--- src/rtl/ilog_calc.sv ---
// rtl/ilog_calc.sv - sequential floor(log_B(V)) unit with exactness flag and valid/ready handshakes
// Optional macro ILOG_POW2_FAST_EN: base-2 requests resolve at the accepting edge via a priority encoder.
module ilog_calc #(
  parameter int WIDTH = 32,
  localparam int LOGW = $clog2(WIDTH)
) (
  input  logic             clk,
  input  logic             rst_n,
  input  logic             in_valid,
  output logic             in_ready,
  input  logic [WIDTH-1:0] in_base,
  input  logic [WIDTH-1:0] in_value,
  output logic             out_valid,
  input  logic             out_ready,
  output logic [LOGW-1:0]  out_log,
  output logic             out_exact,
  output logic             out_err
);

  typedef enum logic [1:0] {
    S_IDLE = 2'd0,
    S_RUN  = 2'd1,
    S_DONE = 2'd2
  } state_t;

  state_t            r_state;
  state_t            w_state_next;

  logic [WIDTH-1:0]   r_base;
  logic [WIDTH-1:0]   r_value;
  logic [WIDTH-1:0]   r_acc;
  logic [LOGW-1:0]    r_k;
  logic [LOGW-1:0]    r_log;
  logic               r_exact;
  logic               r_err;

  logic               w_accept;
  logic               w_illegal;
  logic               w_fast;
  logic [2*WIDTH-1:0] w_prod;
  logic               w_le;

  // Handshake outputs are pure decodes of the state register, so in_ready never depends on out_ready.
  assign in_ready  = (r_state == S_IDLE);
  assign out_valid = (r_state == S_DONE);
  assign out_log   = r_log;
  assign out_exact = r_exact;
  assign out_err   = r_err;

  assign w_accept  = in_valid && in_ready;
  assign w_illegal = (in_base < WIDTH'(2)) || (in_value == '0);

  // Double-width product: acc <= V < 2^WIDTH and B < 2^WIDTH, so acc*B can never wrap.
  assign w_prod = {{WIDTH{1'b0}}, r_acc} * {{WIDTH{1'b0}}, r_base};
  assign w_le   = (w_prod <= {{WIDTH{1'b0}}, r_value});

`ifdef ILOG_POW2_FAST_EN
  logic [LOGW-1:0] w_msb;
  logic            w_pow2;

  // Priority encoder: highest set bit wins because later iterations overwrite earlier ones.
  always_comb begin
    w_msb = '0;
    for (int i = 0; i < WIDTH; i++) begin
      if (in_value[i]) w_msb = i[LOGW-1:0];
    end
  end

  assign w_pow2 = ((in_value & (in_value - WIDTH'(1))) == '0);
  assign w_fast = (in_base == WIDTH'(2));
`else
  assign w_fast = 1'b0;
`endif

  // State register; reset abandons any in-flight request.
  always_ff @(posedge clk or negedge rst_n) begin
    if (!rst_n) r_state <= S_IDLE;
    else        r_state <= w_state_next;
  end

  // Next-state decode: illegal (and fast base-2) requests skip RUN entirely.
  always_comb begin
    w_state_next = r_state;
    case (r_state)
      S_IDLE: begin
        if (w_accept) begin
          if (w_illegal || w_fast) w_state_next = S_DONE;
          else                     w_state_next = S_RUN;
        end
      end
      S_RUN: begin
        if (!w_le) w_state_next = S_DONE;
      end
      S_DONE: begin
        if (out_ready) w_state_next = S_IDLE;
      end
      default: w_state_next = S_IDLE;
    endcase
  end

  // Datapath: latch operands on accept, one multiply-compare per RUN cycle, results frozen outside updates.
  always_ff @(posedge clk or negedge rst_n) begin
    if (!rst_n) begin
      r_base  <= '0;
      r_value <= '0;
      r_acc   <= '0;
      r_k     <= '0;
      r_log   <= '0;
      r_exact <= 1'b0;
      r_err   <= 1'b0;
    end else begin
      case (r_state)
        S_IDLE: begin
          if (w_accept) begin
            r_base  <= in_base;
            r_value <= in_value;
            r_acc   <= WIDTH'(1);
            r_k     <= '0;
            if (w_illegal) begin
              r_log   <= '0;
              r_exact <= 1'b0;
              r_err   <= 1'b1;
            end
`ifdef ILOG_POW2_FAST_EN
            else if (w_fast) begin
              r_log   <= w_msb;
              r_exact <= w_pow2;
              r_err   <= 1'b0;
            end
`endif
          end
        end
        S_RUN: begin
          if (w_le) begin
            r_acc <= w_prod[WIDTH-1:0];
            r_k   <= r_k + LOGW'(1);
          end else begin
            r_log   <= r_k;
            r_exact <= (r_acc == r_value);
            r_err   <= 1'b0;
          end
        end
        default: begin
        end
      endcase
    end
  end

endmodule

--- config.mk ---
export PLATFORM = sky130hd
export DESIGN_NAME = ilog_calc
export DESIGN_NICKNAME = d
export VERILOG_FILES = /design/src/rtl/ilog_calc.sv
export SDC_FILE = /design/constraint.sdc
export NUM_CORES = 2
export LEC_CHECK = 0
export BUFFER_PORTS_ARGS = -buffer_cell sky130_fd_sc_hd__buf_2
export CORE_MARGIN = 2
export CORE_UTILIZATION = 50
export CTS_BUF_LIST = sky130_fd_sc_hd__clkbuf_8
export CTS_CLUSTER_SIZE = 20
export DETAILED_ROUTE_END_ITERATION = 10
export GPL_TIMING_DRIVEN = 0
export HOLD_SLACK_MARGIN = 0.08
export PLACE_DENSITY = 0.64
export SLEW_MARGIN = 20
export SYNTH_ARGS = -nofsm -noshare
export SYNTH_HDL_FRONTEND = slang
export SYNTH_SLANG_ARGS = --single-unit
export TNS_END_PERCENT = 100
--- constraint.sdc ---
create_clock -name clk -period 18.6 [get_ports clk]
set_clock_uncertainty 0.05 [all_clocks]
set_input_delay 0.93 -clock clk [delete_from_list [all_inputs] [get_ports clk]]
set_output_delay 0.93 -clock clk [all_outputs]
set_load 0.05 [all_outputs]
# Yosys cells after proc, flatten, opt, wreduce, memory -nomap -nowiden
# Cells that the tools add are included.
dict set report totals {
  regBits 110
  latch_bits 0
  ram_bits 0
  mem_bits_ro 0
  out_inout_bits 9
  wordCells 52
  mem_count 0
}
dict set report classes {
  add_sub_neg 1
  mul 1
  div_mod_pow 0
  n_lt_le_gt_ge 2
  eq_ne 8
  n_shift 0
  n_mux 23
  bitwise_logic 0
  reduce_logical 9
}
# cell n
set ops {}
lappend ops {{less-or-equal comparator 64 x 32 -> 1 bit} 1}
lappend ops {{multiplier 32 x 32 -> 64 bit} 1}
lappend ops {{2-to-1 mux 32 bit} 2}
lappend ops {{one-hot mux 32 bit (2 select lines)} 1}
lappend ops {{equality test 32 bit} 1}
lappend ops {{logical NOT 32 bit} 1}
lappend ops {{< comparator 32 x 2 -> 1 bit (second input constant)} 1}
lappend ops {{2-to-1 mux 5 bit} 5}
lappend ops {{one-hot mux 5 bit (2 select lines)} 2}
lappend ops {{2-to-1 mux 2 bit} 4}
lappend ops {{2-to-1 mux 1 bit} 6}
lappend ops {{inequality test 2 x 1 -> 1 bit (second input constant)} 3}
lappend ops {{one-hot mux 2 bit (3 select lines)} 1}
lappend ops {{AND reduction 3 bit} 2}
lappend ops {{adder 5 x 1 -> 5 bit (second input constant)} 1}
lappend ops {{inequality test 2 bit (second input constant)} 2}
lappend ops {{one-hot mux 1 bit (2 select lines)} 2}
lappend ops {{AND reduction 4 bit} 1}
lappend ops {{equality test 2 x 1 -> 1 bit (second input constant)} 1}
lappend ops {{equality test 2 bit (second input constant)} 1}
lappend ops {{logical NOT 2 bit} 1}
lappend ops {{AND reduction 2 bit} 1}
lappend ops {{nonzero test 2 bit} 1}
lappend ops {{logical AND 1 bit} 1}
lappend ops {{logical OR 1 bit} 1}

# Longest topological paths before layout
dict set report depth {
  depth_word 5
  depth_mapped 43
  mapped_depth_nobuf 38
}

# Least setup slack after synthesis
# No wires, ideal clock.
dict set report synth_timing {
  kind {register to register}
  start {reg r_acc[16]}
  end {reg r_exact, in the netlist out_exact}
  t_arrival_ns 9.295
  required_ns 18.425
  slack_ns 9.131
  stages_incl_launch_ff 41
  path_buffers 4
  period_less_slack_ns 9.469
  cell_sequence {dfrtp_1 clkbuf_1 clkbuf_1 and2_1 fa_1 inv_1 fa_1 fa_1 fa_1 inv_1 fa_1 inv_1 fa_1 inv_1 fa_1 fa_1 ha_1 clkbuf_1 (+5 left out) o21a_1 o21bai_1 a21oi_1 xnor2_1 ha_1 nand4_1 nor4_1 nand2_1 o211a_1 nor4_1 nand4_1 nor3_1 nand4_1 nor4_2 nand4b_1 buf_2 nand2_1 mux2_2}
}
dict set report synth_via {
  elab_chain_cells 4
  word_cells_on_any_way 7
  cone_classes {mul: 1; order compare: 1; eq/ne: 2; mux: 2; reduce/logical: 1}
}
# element line_no
set synth_rtl {}
lappend synth_rtl {{from (decl)} 31} ;# logic [WIDTH-1:0] r_acc;
lappend synth_rtl {{from (signal assigned)} 135} ;# r_acc <= w_prod[WIDTH-1:0];
lappend synth_rtl {{multiplier 32 x 32 -> 64 bit} 54} ;# assign w_prod = {{WIDTH{1'b0}}, r_acc} * {{WIDTH{1'b0}}, r_base};
lappend synth_rtl {{less-or-equal comparator 64 x 32 -> 1 bit} 55} ;# assign w_le = (w_prod <= {{WIDTH{1'b0}}, r_value});
lappend synth_rtl {{inequality test 2 bit (no line)} -}
lappend synth_rtl {{AND reduction 4 bit (no line)} -}
lappend synth_rtl {{to (signal assigned)} 139} ;# r_exact <= (r_acc == r_value);
lappend synth_rtl {{to (decl)} 34} ;# logic r_exact;
# Parallel ways exist; a longest one is shown, timed or not. The select of a mux whose other input is x is not followed.
# A chain may end at the register's enable or synchronous reset.

# Worst setup path in the final report
dict set report layout_timing {
  start {reg r_acc[17]}
  end {reg r_acc[4]}
}
dict set report layout_via {
  elab_chain_cells 4
}
# element line_no
set layout_rtl {}
lappend layout_rtl {{multiplier 32 x 32 -> 64 bit} 54}
lappend layout_rtl {{less-or-equal comparator 64 x 32 -> 1 bit} 55}
lappend layout_rtl {{inequality test 2 bit (no line)} -}
lappend layout_rtl {{AND reduction 3 bit (no line)} -}
# Every way passes these cells.

==> run summary <==
### Placed design
• 76 — IO Port Bufs
• 1.04 — final estimated routing congestion in global placement
• 125000 µm — half-perimeter wire length after placement
• 5531 — cell count after placement
• 40900 µm² — placed cell area

### Cells and area
• 5551 — Final Non-Filler Cells
• 3.33% — share of final-layout standard cells stronger than drive strength 1
• 7374 — number of fill cells
• 5762 — Final #Nets
• 2750 µm² — area taken by flip-flops and latches
• 4.90% — layout overhead on the synthesized area
• 31900 µm² — multi-input gate area in the final layout
• 41100 µm² — final instance area

### Critical path
• reg2reg — Setup Crit Path Kind
• flop — crit start category
• flop — critical path endpoint category
• 18.89 ns — Required @ worst endpoint
• 10 — crit path max fanout
• clkbuf_1 — Max stage delay cell, worst path
• 12.64 ns — arrival time of the worst setup path
• adder cells — cell type group with the largest total delay on the critical path
• r_acc[17]$_DFFE_PN0P_ — worst r2r src
• 38 — reg2reg path depth
• 0.81 ns — longest individual stage delay on the worst path
• fa_1 — critical path's most frequent cell
• 6.25 ns — worst-case register-to-register setup slack
• r_acc[4]$_DFFE_PN0P_ — capture point of the worst reg-to-reg path
• 6 — buffer and inverter count on the worst path

### Yosys
• 71 — number of library cell types mapped by synthesis
• fa_1 (46%), ha_1 (9.5%), inv_1 (8.8%) — cell types occupying the most area after synthesis
• dfrtp_1 — commonest register cell after synthesis
• 8.87 µm² — average cell area after synthesis
• 4414 — post-synthesis cell count
• 5674 — synthesized net count
• inv_1 — most instantiated library cell after synthesis
• fa_1 — cell taking the most area after synthesis
• 100% — async set or reset register ratio after synthesis
• 39100 µm² — cell area after synthesis
• 110 — count of state elements after synthesis
• 45.8% — fraction of post-synthesis cell area in the top cell type by area
• 0 — EDFF count, synth
• 7.03% — share of the yosys chip area belonging to registers
• 0 — warnings from Yosys
• inv_1 (921), fa_1 (896), nand2_1 (796), and2_1 (484), ha_1 (296) — synth cell count leaders

### CTS
• 0.48 ns — latest clock arrival within the worst-skew pair
• 2 — number of buffers on the longest clock path
• clkbuf_8 — clock root buffer
• 0 — post-CTS sizing
• 3 — number of H-tree levels
• 0 — post-CTS setup-driven buffer insertion count
• done — CTS tree
• 0.13 ns — clock transition at the registers of the reported paths
• 0 — count of hold-fix buffers inserted at cts
• 110 — Sinks on Clock Net
• 9 — Inserted Clock Buffers

### STA
• 66.4% — ratio of final minimum period to clock period
• no — setup repair after global routing missed its margin
• 0 — number of failing setup endpoints in the final timing report
• 0 — count of final max-slew check failures
• 1.31 ns — measured slew at the worst slew-check pin
• 0 — final hold vios
• 12.5% — remaining max-slew budget at the tightest pin
• 81.0 MHz — achievable clock frequency
• 0 ns — setup total negative slack
• 12.35 ns — minimum clock period

### Global routing
• 0 — overflow left after global routing
• 216000 µm — wire length of the first global-routing pass
• 67 — pin count of the biggest net entering global routing
• 12 — antenna violations before repair
• 32500 — number of global-route vias before repair
• 37.0% — overall routing resource usage

### Hold path
• in2async — path category of the worst min-delay check

### Floorplanning
• 284 µm — Die Wd
• 102 — num rows
• 77 — I/O pin count
• 80500 µm² — die footprint
• 77500 µm² — area of the core
• 284 µm — y dimension of the die
• 50.5% — initial cell density of the core

### Routing
• 26.1 µm — post-DR wirelength/cell
• 31700 — number of vias after detailed routing
• 0 — Detail Route Antenna Nets
• 3175 — violation count after the first detailed-routing iteration
• 145000 µm — detailed-route wire length
• 0 — DR DRC count
• 5.70 — Vias per Instance
• 5 — drt first pass iters

### Status
• finished clean — result of the run

### Flow run
• 0 — number of maximum-capacitance violations

## cell families after synthesis
kind of cell,Yosys count,synth area share (%)
compound gates,312,4.96
xor+xnor,79,1.77
fa+ha+maj,1192,55.3
buf+inv,1183,11.4
flops,110,7.03
mux,37,1.04
simple gates,1501,18.5
## placed cells by master, fill, tap and decap left out, types with 14 or more instances in the layout
| master | synthesis | routed |
|---|---|---|
| inv_1 | 921 | 922 |
| fa_1 | 896 | 896 |
| nand2_1 | 796 | 796 |
| and2_1 | 484 | 484 |
| ha_1 | 296 | 296 |
| clkbuf_1 | 248 | 247 |
| dfrtp_1 | 110 | 110 |
| a21oi_1 | 104 | 104 |
| buf_2 | 14 | 89 |
| o21ai_0 | 85 | 85 |
| xnor2_1 | 61 | 61 |
| nor2_1 | 56 | 56 |
| nand4_1 | 49 | 49 |
| nor4_1 | 30 | 30 |
| nand3_1 | 25 | 25 |
| mux2_2 | 25 | 25 |
| nor3_1 | 19 | 19 |
| xor2_1 | 18 | 18 |
| a21o_1 | 17 | 17 |
| o21a_1 | 14 | 14 |
| o21bai_1 | 14 | 14 |
## stage by stage
step / util [%] / hold WS [ns] / setup WS, ns
3_5_place_dp: 52.7 / 0.435 / 6.35
6_report: 53.0 / 0.334 / 6.25
4_1_cts: 53.0 / 0.333 / 6.31
5_1_grt: 53.0 / 0.367 / 5.88
3_3_place_gp: 52.7 / 0.437 / 6.30
2_1_floorplan: - / 0.432 / 9.13
## layout make-up
| type | instances | share of cell area (%) |
|---|---|---|
| Multi-Input combinational cell | 3121 | 77.8 |
| Inverter | 921 | 8.42 |
| Sequential cell | 110 | 6.70 |
| Tap cell | 1040 | 3.17 |
| Buffer | 262 | 2.44 |
| Timing Repair Buffer | 77 | 1.01 |
| Clock buffer | 9 | 0.302 |
| Clock inverter | 7 | 0.161 |
| Antenna cell | 4 | 0.0244 |
## state kept, by name (all words and copies together), names as in the netlist
register	flops
r_acc	32
out_err	1
r_value	32
r_base	32
r_k	5
out_exact	1
r_state	2
out_log	5
## worst register-to-register path, delay by kind of cell (launching register included)
family | cells | cell delay (ns)
buffers and inverters | 6 | 2.20
XOR/XNOR | 1 | 0.19
AO/OA/AOI/OAI | 9 | 1.88
flip-flops | 1 | 0.33
adder cells (fa/ha/maj) | 10 | 4.96
AND/OR/NAND/NOR | 12 | 2.64
## layer usage
layer / up-vias / routed length (µm) / global-route usage (%)
li1: 13300 / - / -
met1: 16300 / 57300 / 51.0
met2: 1785 / 61700 / 54.2
met3: 309 / 18200 / 10.4
met4: 8 / 7810 / 16.8
met5: - / 56 / 0
## how the worst max path moves through the flow
stage	start	slack [ns]	to	depth (start not counted)
after floorplan	r_acc[16]$_DFFE_PN0P_	9.13	out_exact$_DFFE_PN0P_	40
after global placement	r_acc[17]$_DFFE_PN0P_	6.30	out_exact$_DFFE_PN0P_	35
after detailed placement	r_acc[17]$_DFFE_PN0P_	6.35	r_acc[4]$_DFFE_PN0P_	36
after CTS	r_acc[17]$_DFFE_PN0P_	6.31	r_acc[9]$_DFFE_PN0P_	35
after global routing	r_acc[17]$_DFFE_PN0P_	5.88	r_acc[4]$_DFFE_PN0P_	38
final	r_acc[17]$_DFFE_PN0P_	6.25	r_acc[4]$_DFFE_PN0P_	38
Power is not shown: default switching activity piles up to over one toggle a cycle in this logic, so the estimate is an artifact.
